--- config.mk ---
export PLATFORM = sky130hd
export DESIGN_NAME = adc_sample_framer
export DESIGN_NICKNAME = d
export VERILOG_FILES = /design/src/rtl/adc_sample_framer.sv
export SDC_FILE = /design/constraint.sdc
export NUM_CORES = 1
export LEC_CHECK = 0
export ABC_AREA = 1
export CAP_MARGIN = 10
export CORE_UTILIZATION = 41
export DETAILED_ROUTE_END_ITERATION = 10
export SYNTH_ARGS = -nofsm -noshare
export SYNTH_HDL_FRONTEND = slang
export SYNTH_SLANG_ARGS = --single-unit
--- constraint.sdc ---
create_clock -name clk -period 3.2 [get_ports clk]
set_clock_uncertainty 0.15 [all_clocks]
set_input_delay 0.48 -clock clk [delete_from_list [all_inputs] [get_ports clk]]
set_output_delay 0.48 -clock clk [all_outputs]
set_load 0.05 [all_outputs]
--- src/rtl/adc_sample_framer.sv ---
// Buffers ADC samples in a small FIFO and emits fixed-length frames
// (sync byte, sequence number, FRAME_LEN samples) on a valid/ready byte port.
module adc_sample_framer #(
  parameter int          DEPTH     = 16,
  parameter int          FRAME_LEN = 32,
  parameter logic [7:0]  SYNC_BYTE = 8'hA5
) (
  input  logic                       clk,
  input  logic                       reset,
  input  logic [7:0]                 adcval,
  input  logic                       adcstrobe,
  input  logic                       enable,
  output logic [7:0]                 out_data,
  output logic                       out_valid,
  input  logic                       out_ready,
  output logic                       overflow,
  output logic [7:0]                 drop_count,
  output logic [$clog2(DEPTH):0]     fifo_level
);

  localparam int AW = $clog2(DEPTH);
  localparam int LW = AW + 1;
  localparam logic [7:0] IDX_LAST = 8'(FRAME_LEN - 1);

  // IDLE: no frame | SYNC: sending sync byte | SEQ: sending seq | DATA: sending samples
  typedef enum logic [1:0] {IDLE, SYNC, SEQ, DATA} state_t;

  state_t          state_q, state_d;
  logic [7:0]      mem_q [DEPTH];
  logic [AW-1:0]   wr_ptr_q, rd_ptr_q;
  logic [LW-1:0]   level_q, level_d;
  logic [7:0]      seq_q, seq_d;
  logic [7:0]      idx_q, idx_d;
  logic            ovf_q;
  logic [7:0]      drop_q;
  logic            push_req, push_ok, pop, drop;

  always_comb begin
    state_d   = state_q;
    seq_d     = seq_q;
    idx_d     = idx_q;
    out_valid = 1'b0;
    out_data  = 8'h00;
    case (state_q)
      IDLE: begin
        if (level_q != '0) state_d = SYNC;
      end
      SYNC: begin
        out_valid = 1'b1;
        out_data  = SYNC_BYTE;
        if (out_ready) state_d = SEQ;
      end
      SEQ: begin
        out_valid = 1'b1;
        out_data  = seq_q;
        if (out_ready) begin
          state_d = DATA;
          idx_d   = 8'h00;
        end
      end
      DATA: begin
        if (level_q != '0) begin
          out_valid = 1'b1;
          out_data  = mem_q[rd_ptr_q];
          if (out_ready) begin
            idx_d = idx_q + 8'h01;
            if (idx_q == IDX_LAST) begin
              seq_d   = seq_q + 8'h01;
              state_d = IDLE;
            end
          end
        end
      end
      default: state_d = IDLE;
    endcase
  end

  // A full FIFO still accepts a push when the head leaves on the same edge.
  assign pop      = (state_q == DATA) && out_valid && out_ready;
  assign push_req = adcstrobe && enable;
  assign push_ok  = push_req && ((level_q < LW'(DEPTH)) || pop);
  assign drop     = push_req && !push_ok;

  always_comb begin
    level_d = level_q;
    case ({push_ok, pop})
      2'b10:   level_d = level_q + LW'(1);
      2'b01:   level_d = level_q - LW'(1);
      default: level_d = level_q;
    endcase
  end

  always_ff @(posedge clk or posedge reset) begin
    if (reset) begin
      state_q  <= IDLE;
      wr_ptr_q <= '0;
      rd_ptr_q <= '0;
      level_q  <= '0;
      seq_q    <= 8'h00;
      idx_q    <= 8'h00;
      ovf_q    <= 1'b0;
      drop_q   <= 8'h00;
    end else begin
      state_q <= state_d;
      seq_q   <= seq_d;
      idx_q   <= idx_d;
      level_q <= level_d;
      if (push_ok) wr_ptr_q <= wr_ptr_q + AW'(1);
      if (pop)     rd_ptr_q <= rd_ptr_q + AW'(1);
      if (drop) begin
        ovf_q <= 1'b1;
        if (drop_q != 8'hFF) drop_q <= drop_q + 8'h01;
      end
    end
  end

  always_ff @(posedge clk) begin
    if (push_ok) mem_q[wr_ptr_q] <= adcval;
  end

  assign overflow   = ovf_q;
  assign drop_count = drop_q;
  assign fifo_level = level_q;

endmodule
==> results.md <==
- Outcome: finished, final reports clean
- Core area: 19000 um^2
- Clk Latency, worst-skew pair: 0.43 ns
- CP Capture Type: primary output
- Largest family of logic cells by synthesized area: simple AND/OR/NAND/NOR gates
- Bufs and invs on worst path: 2
- Synth Area in Adders: 2.90%
- Initial antenna violation count: 0
- CTS sink cnt: 168
- Fin. Hold Viols: 0
- Synth Register Bits: 168
- Share of cells above drive strength 1: 11.6%
- Multi-input gate area: 2560 um^2
- Num CTS Buffers: 17
- CP peak stage delay: 0.42 ns
- H-tree depth: 4
- Synth Instances: 811
- Setup violators final: 0
- DRC errors left: 0
- Die width: 142 um
- Max-cap violations: 0
- Total gr overflow: 0
- WP data arrival: 2.34 ns
- Mux cell area share after synthesis: 0%
- CTS clk-pin slew, worst paths: 0.07 ns
- Commonest non-fill, non-tap cell in the layout: nand2_1
- Wirelength, routed: 16.9 mm
- Cells after DPL: 1104
- Non-filler cells, final: 1136
- Max clock buf depth: 2
- CTS tree: built
- HP Class: in -> async
- Post-synth cell types: 39
- Buffers on Ports: 35
- F_max: 336 MHz
- Worst Max-Slew Pin Slew: 0.641 ns
- Worst-path cell chain: buf_4 > nor2_1 > nor2_1 > o21ai_0 > nand3_1 > nand3_1 > nand2_1 > nand2_1 > a21oi_1 > buf_12
- Rel. slew slack: 57.2%
- N_diodes: 0
- Post-Syn Nets: 842
- First-pass GRT wire length: 27.4 mm
- Most frequent cells in the layout: nand2_1, edfxtp_1, inv_1
- # fillers: 1693
- Final setup TNS: 0 ns
- Ports: 36
- Kind of critical path: reg -> out
- Worst-path maximum fanout: 40
- Ys Warns: 0
- GPL Wtd Cong: 0.772
- Post-layout min period: 2.97 ns
- Worst slack at placement: 0.0940 ns
- Startpoint Class: register
- Post-CTS Setup Bufs: 0
- TritonRoute pass-1 iters: 4
- Maximum VDD drop: 448 uV
- Post-route cell area: 9380 um^2
- Simple-gate share of the synthesized area: 22.3%
- Register area: 4850 um^2
- Largest net degree at the start of global routing: 41
- Placed Area: 8750 um^2
- Compound-gate portion of the synthesized area: 4.52%
- Avg WL per Cell: 14.9 um
- Total GRT Usage: 18.2%
- XOR/XNOR Fraction of Synth Area: 2.07%
- Vias in the first global route: 5224
- Final worst setup slack: 0.228 ns
- Max-slew violations: 0
- Final period util: 92.9%
- Vias per cell: 4.77
- Leakage: 4.11 nW
- # rows: 50
- Vias: 5421
- RSZ-0062 raised after global routing: false
- Antenna Nets Post-Route: 0
- Sequential area share after synthesis: 60.3%
- DRT iter0 DRCs: 308
- CP required: 2.57 ns
- Avg Cell Area, Syn: 9.90 um^2
- Pwr/cell area: 844 nW/um^2
- DIE AREA: 20200 um^2
- Clk Tree Root Cell: clkbuf_16
- Synthesis-to-finish area growth: 16.8%
- Critical path's top delay family: buffers and inverters
- Crit-path slowest cell: buf_4
- Initial Util: 42.4%
- DP HPWL: 11.0 mm
- Die H: 142 um
- Nets: 894
- Post-Syn Area: 8030 um^2
- Hold_buf cts: 0
==> flip-flops by register name, indices dropped and copies added (netlist names) <==
name	cells
drop_count	8
state_q	2
seq_q	8
wr_ptr_q	4
mem_q	128
rd_ptr_q	4
idx_q	8
overflow	1
fifo_level	5
==> synth_stat cells <==
| cell | instances | share of area [%] |
|---|---|---|
| a21oi_1 | 11 | 0.69 |
| a31oi_1 | 1 | 0.078 |
| a32o_1 | 1 | 0.12 |
| and3_1 | 1 | 0.078 |
| buf_1 | 1 | 0.047 |
| buf_12 | 1 | 0.25 |
| buf_2 | 9 | 0.56 |
| buf_4 | 9 | 0.84 |
| buf_6 | 3 | 0.42 |
| clkbuf_1 | 4 | 0.19 |
| clkinv_1 | 3 | 0.14 |
| dfrtp_1 | 40 | 12 |
| edfxtp_1 | 128 | 48 |
| fa_1 | 1 | 0.25 |
| ha_1 | 17 | 2.6 |
| inv_1 | 109 | 5.1 |
| inv_2 | 4 | 0.19 |
| inv_8 | 1 | 0.14 |
| nand2_1 | 231 | 11 |
| nand2_2 | 9 | 0.70 |
| nand2_4 | 7 | 0.98 |
| nand3_1 | 82 | 5.1 |
| nand3_2 | 2 | 0.25 |
| nand3_4 | 1 | 0.22 |
| nand3b_1 | 1 | 0.093 |
| nand4_1 | 8 | 0.62 |
| nor2_1 | 45 | 2.1 |
| nor2_2 | 8 | 0.62 |
| nor2_8 | 1 | 0.25 |
| nor3_1 | 2 | 0.12 |
| nor3_4 | 1 | 0.20 |
| o211ai_1 | 16 | 1.5 |
| o21ai_0 | 26 | 1.6 |
| o21ai_1 | 3 | 0.19 |
| o21ai_2 | 3 | 0.33 |
| or2_1 | 1 | 0.078 |
| or2_4 | 1 | 0.11 |
| xnor2_1 | 2 | 0.22 |
| xor2_1 | 17 | 1.9 |
==> metal layers <==
layer	track usage, %	share of wire [%]
met2	29.6	48
met3	3.94	4.3
met1	24.2	47
met5	0	0
met4	5.94	1.2
==> cell type report <==
cell class	instances	share of cell area, %
Clock buffer	18	4.57
Clock inverter	14	2.11
Inverter	117	4.77
Multi-Input combinational cell	499	27.2
Sequential cell	168	51.7
Tap cell	260	3.47
Timing Repair Buffer	60	6.19
==> cell families after synthesis <==
logic type / after synthesis
buffers and inverters: 144
AND/OR/NAND/NOR: 401
XOR/XNOR: 19
adder cells (fa/ha/maj): 18
AO/OA/AOI/OAI: 61
flip-flops: 168
==> path summary, 6_finish.rpt <==
| path | from | to | slack, ns | depth (start not counted) |
|---|---|---|---|---|
| setup / recovery | rd_ptr_q[0] | out_data[1] | 0.23 | 10 |
| hold / removal | reset | drop_count[7] | 0.17 | 2 |
| hold reg to reg | overflow | overflow | 0.33 | 1 |
| max in group asynchronous | reset | rd_ptr_q[0] | 2.06 | 3 |
| setup reg to reg | state_q[1] | fifo_level[4] | 0.27 | 16 |
| min in group clk | overflow | overflow | 0.33 | 1 |
==> where the power goes <==
part | total (W) | switching [W] | internal (W) | leakage (nW)
Combinational | 0.00306 | 0.00207 | 0.000993 | 2.17
Sequential | 0.00270 | 0.000185 | 0.00251 | 1.64
Clock | 0.00216 | 0.000850 | 0.00131 | 0.298
==> repair_timing <==
item	in CTS	in global routing
hold endpoints to repair	0	0
gates resized for setup	0	2
setup endpoints to repair	0	6
==> per-stage QoR <==
stage / hold WS, ns / power (W) / utilization (%)
floorplan: 0.336 / 0.00490 / -
global placement: 0.305 / 0.00580 / 46.2
detailed placement: 0.311 / 0.00583 / 46.2
CTS: 0.181 / 0.00800 / 49.5
global route: 0.198 / 0.00839 / 49.5
finish: 0.173 / 0.00792 / 49.5
(Power assumes the default switching activity.)
